**src/rtl/i_cache_miss_ctrl_if.sv**
```systemverilog
// Refill bus bundle for the instruction-cache miss controller.
// master = controller side, slave = cache/memory side.
interface i_cache_miss_ctrl_if #(
  parameter int LINE_BITS = 128
);
  logic                 miss_valid;
  logic [31:0]          miss_addr;
  logic                 flush;
  logic                 mem_req_valid;
  logic [31:0]          mem_req_addr;
  logic                 mem_req_ready;
  logic                 mem_rsp_valid;
  logic [31:0]          mem_rsp_addr;
  logic [LINE_BITS-1:0] mem_rsp_data;
  logic                 fill_valid;
  logic [31:0]          fill_addr;
  logic [LINE_BITS-1:0] fill_data;
  logic                 busy;

  modport master (
    input  miss_valid, miss_addr, flush,
    input  mem_req_ready,
    input  mem_rsp_valid, mem_rsp_addr, mem_rsp_data,
    output mem_req_valid, mem_req_addr,
    output fill_valid, fill_addr, fill_data,
    output busy
  );

  modport slave (
    output miss_valid, miss_addr, flush,
    output mem_req_ready,
    output mem_rsp_valid, mem_rsp_addr, mem_rsp_data,
    input  mem_req_valid, mem_req_addr,
    input  fill_valid, fill_addr, fill_data,
    input  busy
  );
endinterface

```
**src/rtl/i_cache_miss_ctrl.sv**
```systemverilog
// I-cache miss controller: request, wait (with reissue), fill.
// Optional next-line prefetch: define I_CACHE_NEXT_LINE_PREFETCH_EN.
module i_cache_miss_ctrl #(
  parameter int LINE_BITS   = 128,
  parameter int RSP_TIMEOUT = 64
) (
  input logic clk,
  input logic rst,
  i_cache_miss_ctrl_if.master bus
);

`ifdef I_CACHE_NEXT_LINE_PREFETCH_EN
  typedef enum logic [2:0] {
    IDLE, REQ, WAIT, FILL, PF_REQ, PF_WAIT
  } state_t;
`else
  typedef enum logic [1:0] {
    IDLE, REQ, WAIT, FILL
  } state_t;
`endif

  localparam logic [7:0] TO_LAST = 8'(RSP_TIMEOUT - 1);

  state_t               r_state;
  state_t               w_next;
  logic [27:0]          r_line;
  logic [LINE_BITS-1:0] r_data;
  logic [7:0]           r_cnt;
  logic                 r_drop;

  logic w_req_st;
  logic w_wait_st;
  logic w_rsp_hit;
  logic w_timeout;
  logic w_unused;

  // low address bits carry no line information
  assign w_unused = ^{bus.miss_addr[3:0], bus.mem_rsp_addr[3:0]};

`ifdef I_CACHE_NEXT_LINE_PREFETCH_EN
  logic                 r_pf_vld;
  logic [27:0]          r_pf_line;
  logic [LINE_BITS-1:0] r_pf_data;
  logic                 w_pf_hit;

  assign w_req_st  = (r_state == REQ) || (r_state == PF_REQ);
  assign w_wait_st = (r_state == WAIT) || (r_state == PF_WAIT);
  assign w_pf_hit  = r_pf_vld &&
                     (bus.miss_addr[31:4] == r_pf_line);
`else
  assign w_req_st  = (r_state == REQ);
  assign w_wait_st = (r_state == WAIT);
`endif

  // a stale response after a flush is swallowed by r_drop
  assign w_rsp_hit = bus.mem_rsp_valid && !r_drop &&
                     (bus.mem_rsp_addr[31:4] == r_line);
  assign w_timeout = (r_cnt == TO_LAST);

  // next-state decode; flush overrides everything
  always_comb begin
    w_next = r_state;
    unique case (r_state)
      IDLE: begin
        if (bus.miss_valid) begin
`ifdef I_CACHE_NEXT_LINE_PREFETCH_EN
          w_next = w_pf_hit ? FILL : REQ;
`else
          w_next = REQ;
`endif
        end
      end
      REQ: begin
        if (bus.mem_req_ready) w_next = WAIT;
      end
      WAIT: begin
        if (w_rsp_hit)      w_next = FILL;
        else if (w_timeout) w_next = REQ;
      end
`ifdef I_CACHE_NEXT_LINE_PREFETCH_EN
      FILL:    w_next = PF_REQ;
      PF_REQ: begin
        if (bus.mem_req_ready) w_next = PF_WAIT;
      end
      PF_WAIT: begin
        if (w_rsp_hit)      w_next = IDLE;
        else if (w_timeout) w_next = PF_REQ;
      end
`else
      FILL:    w_next = IDLE;
`endif
      default: w_next = IDLE;
    endcase
    if (bus.flush) w_next = IDLE;
  end

  // state, wait counter, drop flag, line address and fill data
  always_ff @(posedge clk) begin
    if (rst) begin
      r_state <= IDLE;
      r_line  <= '0;
      r_data  <= '0;
      r_cnt   <= '0;
      r_drop  <= 1'b0;
    end else begin
      r_state <= w_next;
      r_cnt   <= w_wait_st ? r_cnt + 8'd1 : 8'd0;
      if (bus.flush)
        r_drop <= w_wait_st | (r_drop & ~bus.mem_rsp_valid);
      else if (bus.mem_rsp_valid)
        r_drop <= 1'b0;
      if (!bus.flush) begin
        if (r_state == IDLE && bus.miss_valid)
          r_line <= bus.miss_addr[31:4];
        if (r_state == WAIT && w_rsp_hit)
          r_data <= bus.mem_rsp_data;
`ifdef I_CACHE_NEXT_LINE_PREFETCH_EN
        if (r_state == IDLE && bus.miss_valid && w_pf_hit)
          r_data <= r_pf_data;
        if (r_state == FILL)
          r_line <= r_line + 28'd1;
`endif
      end
    end
  end

`ifdef I_CACHE_NEXT_LINE_PREFETCH_EN
  // one-entry next-line buffer
  always_ff @(posedge clk) begin
    if (rst) begin
      r_pf_vld  <= 1'b0;
      r_pf_line <= '0;
      r_pf_data <= '0;
    end else if (bus.flush) begin
      r_pf_vld <= 1'b0;
    end else if (r_state == PF_WAIT && w_rsp_hit) begin
      r_pf_vld  <= 1'b1;
      r_pf_line <= r_line;
      r_pf_data <= bus.mem_rsp_data;
    end else if (r_state == IDLE && bus.miss_valid && w_pf_hit) begin
      r_pf_vld <= 1'b0;
    end
  end
`endif

  assign bus.mem_req_valid = w_req_st & ~bus.flush;
  assign bus.mem_req_addr  = {r_line, 4'h0};
  assign bus.fill_valid    = (r_state == FILL) & ~bus.flush;
  assign bus.fill_addr     = {r_line, 4'h0};
  assign bus.fill_data     = r_data;
  assign bus.busy          = (r_state != IDLE);

endmodule

```
**src/flat_wrapper.sv**
```systemverilog
// flat-port wrapper written by rule: the top's interface ports become plain ports
module i_cache_miss_ctrl_flat 
#(
  parameter int LINE_BITS   = 128,
  parameter int RSP_TIMEOUT = 64
)
  (clk, rst, bus_miss_valid, bus_miss_addr, bus_flush, bus_mem_req_ready, bus_mem_rsp_valid, bus_mem_rsp_addr, bus_mem_rsp_data, bus_mem_req_valid, bus_mem_req_addr, bus_fill_valid, bus_fill_addr, bus_fill_data, bus_busy);
  i_cache_miss_ctrl_if #(.LINE_BITS(LINE_BITS)) bus_i ();
  input logic clk;
  input logic rst;
  input wire logic [$bits(bus_i.miss_valid)-1:0] bus_miss_valid;
  input wire logic [$bits(bus_i.miss_addr)-1:0] bus_miss_addr;
  input wire logic [$bits(bus_i.flush)-1:0] bus_flush;
  input wire logic [$bits(bus_i.mem_req_ready)-1:0] bus_mem_req_ready;
  input wire logic [$bits(bus_i.mem_rsp_valid)-1:0] bus_mem_rsp_valid;
  input wire logic [$bits(bus_i.mem_rsp_addr)-1:0] bus_mem_rsp_addr;
  input wire logic [$bits(bus_i.mem_rsp_data)-1:0] bus_mem_rsp_data;
  output wire logic [$bits(bus_i.mem_req_valid)-1:0] bus_mem_req_valid;
  output wire logic [$bits(bus_i.mem_req_addr)-1:0] bus_mem_req_addr;
  output wire logic [$bits(bus_i.fill_valid)-1:0] bus_fill_valid;
  output wire logic [$bits(bus_i.fill_addr)-1:0] bus_fill_addr;
  output wire logic [$bits(bus_i.fill_data)-1:0] bus_fill_data;
  output wire logic [$bits(bus_i.busy)-1:0] bus_busy;
  assign bus_i.miss_valid = bus_miss_valid;
  assign bus_i.miss_addr = bus_miss_addr;
  assign bus_i.flush = bus_flush;
  assign bus_i.mem_req_ready = bus_mem_req_ready;
  assign bus_i.mem_rsp_valid = bus_mem_rsp_valid;
  assign bus_i.mem_rsp_addr = bus_mem_rsp_addr;
  assign bus_i.mem_rsp_data = bus_mem_rsp_data;
  assign bus_mem_req_valid = bus_i.mem_req_valid;
  assign bus_mem_req_addr = bus_i.mem_req_addr;
  assign bus_fill_valid = bus_i.fill_valid;
  assign bus_fill_addr = bus_i.fill_addr;
  assign bus_fill_data = bus_i.fill_data;
  assign bus_busy = bus_i.busy;
  i_cache_miss_ctrl #(.LINE_BITS(LINE_BITS), .RSP_TIMEOUT(RSP_TIMEOUT)) u_core (.clk(clk), .rst(rst), .bus(bus_i));
endmodule
```
**config.mk**
```make
export PLATFORM = sky130hd
export DESIGN_NAME = i_cache_miss_ctrl_flat
export DESIGN_NICKNAME = d
export VERILOG_FILES = /design/src/rtl/i_cache_miss_ctrl_if.sv /design/src/rtl/i_cache_miss_ctrl.sv /design/src/flat_wrapper.sv
export SDC_FILE = /design/constraint.sdc
export NUM_CORES = 1
export LEC_CHECK = 0
export BUFFER_PORTS_ARGS = -buffer_cell sky130_fd_sc_hd__buf_2
export CORE_AREA = 2 2 151 153
export CTS_CLUSTER_DIAMETER = 50
export DETAILED_ROUTE_END_ITERATION = 8
export DIE_AREA = 0 0 153 155
export PLACE_DENSITY = 0.7
export SLEW_MARGIN = 20
export SYNTH_ARGS = -nofsm -noshare
export SYNTH_HDL_FRONTEND = slang
export SYNTH_SLANG_ARGS = --single-unit
```
**constraint.sdc**
```tcl
create_clock -name clk -period 2.3 [get_ports clk]
set_input_delay 0 -clock clk [delete_from_list [all_inputs] [get_ports clk]]
set_output_delay 0 -clock clk [all_outputs]
set_load 0.05 [all_outputs]
```
Yosys cells after proc, flatten, opt, wreduce, memory -nomap -nowiden
Cells that the tools add are included.

storage, ports and cells
  register bits after elaboration = 167
  output and inout bits = 195
  input bits = 198
  word-level logic and storage cells = 41

operators by class
  multiplexer cells = 7
  equality and inequality tests = 8
  bitwise gates (word level) = 7
  reductions and logical operators = 13
  add/subtract/negate cells = 1

operator list
  operator             count
  $eq 28x28->1         1
  $add 8x1->8 const B  1
  $eq 8x6->1 const B   1
  $mux 2               4
  $pmux 2 s4           1
  $eq 2x2->1 const B   2
  $logic_and 1x1->1    4
  $ne 2x2->1 const B   2
  $reduce_and 2->1     2
  $reduce_bool 2->1    2
  $reduce_or 2->1      2
  $and 1x1->1          3
  $ne 3x3->1 const B   1
  $not 1->1            3
  $reduce_and 3->1     1
  $eq 2x1->1 const B   1
  $logic_not 2->1      1
  $mux 1               2
  $logic_not 1->1      1
  $or 1x1->1           1

Logic depth before layout (Yosys ltp)
Gate-level depths: netlist of the first run.

  depth after elaboration = 5
  mapped depth = 7
  depth with buffers taken out = 5

Worst setup path before layout of the first run
No wires, ideal clock.

  kind = register to register
  start = reg u_core.r_line[25]
  end = reg u_core.r_data[0], in the netlist u_core.bus.fill_data[0]
  arrival = 2.124 ns
  cell stages (with the launch flop) = 8
  library setup time = 0.072 ns
  clock period less this slack = 2.195 ns
  path buffers = 2
  required time = 2.228 ns
  path slack = 0.105 ns
  cells stage by stage = dfxtp_1 -> xor2_1 -> nor4_1 -> nand4_1 -> nor4_4 -> buf_8 -> buf_12 -> mux2i_1

between the ends
  cells in the longest elaborated chain, start to end = 4

RTL lines
  item                               RTL line                  RTL
  start: declaration                 i_cache_miss_ctrl.sv:26   logic [27:0] r_line;
  start signal: assignment           i_cache_miss_ctrl.sv:114  r_line <= bus.miss_addr[31:4];
  $eq 28x28->1                       i_cache_miss_ctrl.sv:57   (bus.mem_rsp_addr[31:4] == r_line);
  $logic_and 1x1->1                  i_cache_miss_ctrl.sv:56   assign w_rsp_hit = bus.mem_rsp_valid && !r_drop &&
  $logic_and 1x1->1                  i_cache_miss_ctrl.sv:115  if (r_state == WAIT && w_rsp_hit)
  $reduce_and 2->1 (no source line)  --
  end signal: assignment             i_cache_miss_ctrl.sv:116  r_data <= bus.mem_rsp_data;
  end: declaration                   i_cache_miss_ctrl.sv:27   logic [LINE_BITS-1:0] r_data;

Every way passes these cells.
A chain may end at the register's enable or synchronous reset.

Final worst setup path of the first run
  start = reg u_core.r_line[27]
  end = reg u_core.r_data[39], in the netlist u_core.bus.fill_data[39]

The elaborated chain is that of the path after synthesis.

==> results.cfg, run 1 <==
[outcome]
outcome = finished, violations left
violations = hold timing

[route]
ant_nets = 0
drt_iter0_drc = 337
first_pass_iters = 5
vias_per_cell = 4.51
drc = 0
wire_per_inst_um = 14.6
routed_wl_um = 23500
num_vias = 7236

[finish]
fin_area_um2 = 12000
layout-area-overhead-vs-synth_pct = 52.0
antennaDiodeCount = 0
drive_above_1_share_pct = 33.4
fillers = 1938
final_nets = 1509
instances_no_fill = 1606

[global_routing]
busiest_layer = met2
grt_pass1_vias = 7293
track_usage_pct = 19.1
grt_pass1_wl_um = 36700
grt_overflow = 0
met2_usage_pct = 36.2
use_met1_pct = 20.5
grt_max_degree = 112
antenna_found_initial = 0
use_met3_pct = 4.51

[logic_synthesis]
synth_area_leaders = dfxtp_1, nand2b_1, mux2i_1
yosysSeqAreaShare_pct = 42.5
netlist_area_um2 = 7860
synth_top_cell_area_share_pct = 42.5
synth-main-ff-cell = dfxtp_1
synthCells = 811
synth_top_area_cell = dfxtp_1
avgSynthCellArea_um2 = 9.69
synth.top_cells.by_count = nand2b_1, dfxtp_1, mux2i_1
yosysWarnings = 0
synth_edf_count = 0
synth_most_common_cell = nand2b_1
synth_cell_types = 33
postSynth.asyncResetShare_pct = 0
ys_ff_latch = 167

[pwr]
p_leak_nw = 5.34
pwr_density_cell_nw_per_um2 = 569
vdd_ir_drop_max_v = 0.000419
finalPower_mw = 6.80

[clock_tree]
clkTransAtPathRegs_ns = 0.07
clk_path_buf_depth = 2
cts.sinks = 167
insertion_delay_ns = 0.42
tritoncts = built
cts_made_buffers = 17
cts_root_buffer = clkbuf_16
htreeDepth = 4

[worst_setup_path]
required_ns = 2.63
path_class = flop to flop
slowest_delay_ns = 0.35
cp_data_arrival_time_ns = 2.51
critPathCaptureType = flop
worst-path-max-fanout = 29
crit_buf_inv = 2
crit_slowest_cell = dfxtp_1
cp_top_family = simple AND/OR/NAND/NOR gates
cp_cell_sequence = xor2_1, nor4_2, nand2_2, nor4_4, buf_6, buf_16, mux2i_2
start_kind = flop

[floorplan]
coreArea_um2 = 22200
io-pin-count = 393
fp.dieW_um = 153
start_util_pct = 35.4
std_cell_rows = 55
die-area_um2 = 23700
die-height_um = 155

[hold_path]
holdCritPathClass = primary input to flop

[job]
cap_violations = 0

[place]
dp_hpwl_um = 15200
dp.cells = 1416
portBuffers = 376
gp_congestion = 0.795
placed_cell_area_um2 = 9710

[timing]
fin_crit_ns = 2.19
report.final.setup_viol = 0
fmax_mhz = 457
hold_ws_ns = -0.0128
fin_skew_ns = 0.0148
hold_viol = 1
grt_setup_unrepaired = true
slew_viol_final = 0
relSlewSlack_pct = 51.6
fin_crit_sh_pct = 95.1
worst_pin_slew_ns = 0.727
[registers in the layout (all words and copies together) (netlist names)]
register / flops
u_core.r_line: 28
u_core.r_state: 2
u_core.r_drop: 1
u_core.r_cnt: 8
u_core.bus.fill_data: 128
[cells by family after synthesis]
| kind of cell | after synthesis | share of synthesized area, % |
|---|---|---|
| xor+xnor | 34 | 3.79 |
| compound gates | 34 | 2.20 |
| flops | 167 | 42.5 |
| mux | 128 | 16.3 |
| other cells | 1 | 0.0477 |
| buf+inv | 89 | 8.56 |
| simple gates | 357 | 26.4 |
| fa+ha+maj | 1 | 0.159 |
[metrics by stage]
| stage | setup TNS, ns | setup slack, ns | utilization [%] |
|---|---|---|---|
| after global routing | -0.0254 | -0.0209 | 53.8 |
| final | 0 | 0.113 | 53.8 |
| after global placement | 0 | 0.0755 | 43.7 |
| after CTS | 0 | 0.0258 | 53.5 |
| after detailed placement | 0 | 0.0409 | 43.7 |
| after floorplan | 0 | 0.105 | - |
[where the power goes]
part           internal, mW  total (mW)  switching, mW
clock                  1.64        2.91           1.27
sequential             2.91        2.94         0.0271
combinational         0.471       0.945          0.473
[per-layer routing]
| layer | vias to the layer above | wire length, um |
|---|---|---|
| li1 | 3569 | - |
| met1 | 3309 | 9300 |
| met2 | 307 | 12100 |
| met3 | 51 | 1450 |
| met4 | 0 | 595 |
| met5 | - | 0 |
[final timing paths]
path                            startpoint                        end  slack (ns)  cells after the start
hold / removal       bus_mem_rsp_data[102]  u_core.bus.fill_data[102]       -0.01                      3
setup reg to reg         u_core.r_line[27]   u_core.bus.fill_data[39]        0.11                      7
hold reg to reg   u_core.bus.fill_data[16]   u_core.bus.fill_data[16]        0.47                      2
setup / recovery         u_core.r_line[27]   u_core.bus.fill_data[39]        0.11                      7
[placed cells by master (no fill, tap or decap), types with 2 or more instances in the layout]
cell type / n
dlygate4sd3_1: 159
a31oi_1: 2
conb_1: 8
inv_8: 2
nand3_1: 6
dfxtp_1: 167
nor4_2: 3
buf_6: 2
xnor2_1: 4
and3_1: 2
nand2b_1: 258
clkinvlp_4: 4
nor2_1: 11
bufinv_16: 2
mux2i_1: 127
xor2_1: 30
buf_16: 2
buf_2: 375
buf_12: 2
nor3b_1: 2
inv_6: 3
nor4_1: 3
buf_4: 20
nand2_1: 60
clkbuf_16: 18
nor2b_1: 2
a21oi_1: 30
[worst register-to-register path: stages, from the launching register on]
cell and delay [ns]:
dfxtp_1 0.35, xor2_1 0.19, nor4_2 0.35, nand2_2 0.15
nor4_4 0.34, buf_6 0.20, buf_16 0.23, mux2i_2 0.28
[final cells by class]
| type | count | area [um^2] | area share (%) |
|---|---|---|---|
| Tap cell | 285 | 357 | 2.98 |
| Clock inverter | 12 | 144 | 1.20 |
| Multi-Input combinational cell | 562 | 3900 | 32.7 |
| Inverter | 1 | 3.75 | 0.0314 |
| Clock buffer | 18 | 439 | 3.67 |
| Timing Repair Buffer | 561 | 3760 | 31.5 |
| Sequential cell | 167 | 3340 | 28.0 |
[repair_timing]
action                                 CTS  global route
hold buffers                           159             0
setup endpoints to repair                0           111
endpoints found under the hold margin  158             0
buffers inserted                         0             0
resized for setup                        0             8
Power figures use the tool's default switching activity.
==> inputs of run 2 (changes only) <==
--- a/config.mk
+++ b/config.mk
@@ -5,13 +5,14 @@
 export SDC_FILE = /design/constraint.sdc
 export NUM_CORES = 1
 export LEC_CHECK = 0
+export ABC_AREA = 1
 export BUFFER_PORTS_ARGS = -buffer_cell sky130_fd_sc_hd__buf_2
-export CORE_AREA = 2 2 151 153
+export CORE_AREA = 2 2 152 154
 export CTS_CLUSTER_DIAMETER = 50
 export DETAILED_ROUTE_END_ITERATION = 8
-export DIE_AREA = 0 0 153 155
-export PLACE_DENSITY = 0.7
-export SLEW_MARGIN = 20
+export DIE_AREA = 0 0 154 156
+export PLACE_DENSITY = 0.74
+export SLEW_MARGIN = 15
 export SYNTH_ARGS = -nofsm -noshare
 export SYNTH_HDL_FRONTEND = slang
 export SYNTH_SLANG_ARGS = --single-unit
==> results.cfg, run 2 <==
[outcome]
outcome = finished clean

[route]
drt_iter0_drc = 737
num_vias = 10200
vias_per_cell = 4.54
drc = 0
routed_wl_um = 29000
wire_per_inst_um = 12.9
first_pass_iters = 7
ant_nets = 0

[global_routing]
grt_max_degree = 92
use_met1_pct = 26.8
grt_pass1_vias = 9688
busiest_layer = met2
use_met3_pct = 5.92
antenna_found_initial = 2
grt_pass1_wl_um = 46200
track_usage_pct = 23.5
grt_overflow = 0
met2_usage_pct = 41.4

[logic_synthesis]
avgSynthCellArea_um2 = 6.00
ys_ff_latch = 167
synth-main-ff-cell = dfxtp_1
synth.top_cells.by_count = inv_1, nand2_1, nor2_1
synth_cell_types = 21
netlist_area_um2 = 8920
synth_top_area_cell = dfxtp_1
yosysWarnings = 0
synth_edf_count = 0
synthCells = 1488
yosysSeqAreaShare_pct = 37.5
synth_most_common_cell = inv_1
postSynth.asyncResetShare_pct = 0
synth_top_cell_area_share_pct = 37.5
synth_area_leaders = dfxtp_1, inv_1, nand2_1

[floorplan]
fp.dieW_um = 154
die-height_um = 156
coreArea_um2 = 22400
std_cell_rows = 55
start_util_pct = 39.9
io-pin-count = 393
die-area_um2 = 24000

[place]
gp_congestion = 0.808
dp.cells = 2058
portBuffers = 376
dp_hpwl_um = 17700

[hold_path]
whs_endpoint = u_core.r_line[2]
hold_depth = 5
min_from = bus_flush
holdCritPathClass = primary input to flop

[timing]
fin_crit_ns = 2.14
fmax_mhz = 468
report.final.setup_viol = 0
grt_setup_unrepaired = false
worst_pin_slew_ns = 0.654
fin_skew_ns = 0.0116
slew_viol_final = 0
hold_viol = 0
fin_crit_sh_pct = 92.9
relSlewSlack_pct = 56.4
fin_tns_setup_ns = 0

[clock_tree]
clkTransAtPathRegs_ns = 0.08
cts_setup_buffers = 0
tritoncts = built
clk_path_buf_depth = 2
cts_root_buffer = clkbuf_16
cts_made_buffers = 17
insertion_delay_ns = 0.42
htreeDepth = 4
cts.sinks = 167

[worst_setup_path]
crit_buf_inv = 2
r2r_cells = 12
cp_cell_sequence = inv_1, nand2_1, nand2_1, nor2_1, nand2_1, nor2_1, nand2_1, nor2_4, buf_4, nand4_1, nand2_1, nor2_1
worstReg2RegStart = u_core.r_line[22]
start_kind = flop
required_ns = 2.62
rr_endpoint = u_core.bus.fill_data[81]
critPathCaptureType = flop
cp_top_family = simple AND/OR/NAND/NOR gates
worst-path-max-fanout = 30
crit_slowest_cell = buf_4
timing.reg2reg.setup_slack_ns = 0.16
crit_top_cell = nand2_1
path_class = flop to flop
cp_data_arrival_time_ns = 2.45
crit_cells = 12
slowest_delay_ns = 0.39

[pwr]
vdd_ir_drop_max_v = 0.000396
p_leak_nw = 7.41
pwr_density_cell_nw_per_um2 = 541

[finish]
largest_reg_flops = 128
final_nets = 2153
instances_no_fill = 2255
layout_commonest_cell = inv_1
final_cell_mix = inv_1, buf_2, nand2_1, nor2_1, dfxtp_1
layout-area-overhead-vs-synth_pct = 45.8
drive_above_1_share_pct = 22.0

[job]
cap_violations = 0
## run 2: cell types whose count changed after synthesis, moves of 25 or more
cell,before,now
mux2i_1,128,0
inv_1,1,452
nand2_1,61,359
o21ai_0,1,33
nand2b_1,258,0
nand4_1,1,128
buf_2,0,25
nor2_1,11,186
xor2_1,30,1
## run 2: worst max path at each step
stage	from	end	slack (ns)
final	u_core.r_line[22]	u_core.bus.fill_data[81]	0.16
after global routing	u_core.r_line[22]	u_core.bus.fill_data[111]	0.009
after CTS	u_core.r_line[12]	u_core.bus.fill_data[105]	0.23
after detailed placement	u_core.r_line[12]	u_core.bus.fill_data[105]	0.25
after global placement	u_core.r_line[12]	u_core.bus.fill_data[19]	0.28
after floorplan	u_core.r_line[7]	u_core.bus.fill_data[78]	0.33
## run 2: timing repair
item	4_1_cts	5_1_grt
hold endpoints to repair	161	0
resized for setup	0	0
setup endpoints to repair	0	2
hold buffers	162	0
## run 2: area by class of cell
cell class	instances	area [um^2]
fillers	1943	9360
well taps	285	357
inverters	457	1720
multi-input cells	757	3300
diodes	3	7.51
repair buffers	554	3700
clock inverters	13	136
clock buffers	19	443
flip-flops and latches	167	3340
## run 2: cells by family after synthesis
group	after synthesis	synth area share, %
xor+xnor	3	0.295
compound gates	60	3.37
simple gates	685	32.6
fa+ha+maj	1	0.140
buf+inv	571	26.1
flops	167	37.5
other cells	1	0.0420
## run 2: power breakdown
| group | leakage [nW] | internal (mW) | switching (mW) |
|---|---|---|---|
| sequential | 1.35 | 2.93 | 0.0445 |
| combinational | 5.78 | 0.469 | 0.741 |
| clock | 0.275 | 1.56 | 1.29 |
| total | 7.41 | 4.96 | 2.08 |
## run 2: routing by layer
| metal | routed length (um) | vias to the layer above |
|---|---|---|
| met1 | 11800 | 4522 |
| met2 | 14000 | 452 |
| met5 | 0 | - |
| met4 | 1060 | 0 |
| met3 | 2210 | 69 |
| li1 | - | 5191 |
## run 2: through the flow
step	setup slack, ns	instance area, um^2	utilization (%)	hold WS, ns	total power [mW]
6_report	0.164	13000	58.2	0.184	7.03
5_1_grt	0.00859	13000	58.2	0.203	7.35
4_1_cts	0.230	13000	58.1	0.157	7.13
3_5_place_dp	0.246	10800	48.3	0.227	4.02
3_3_place_gp	0.278	10800	48.3	0.222	4.01
2_1_floorplan	0.330	8950	-	0.135	3.73
## run 2: worst reg2reg max path, stage by stage, from the launching register on
cell     delay, ns
dfxtp_1       0.38
inv_1         0.09
nand2_1       0.07
nand2_1       0.06
nor2_1        0.10
nand2_1       0.08
nor2_1        0.14
nand2_1       0.10
nor2_4        0.28
buf_4         0.40
nand4_1       0.18
nand2_1       0.11
nor2_1        0.05
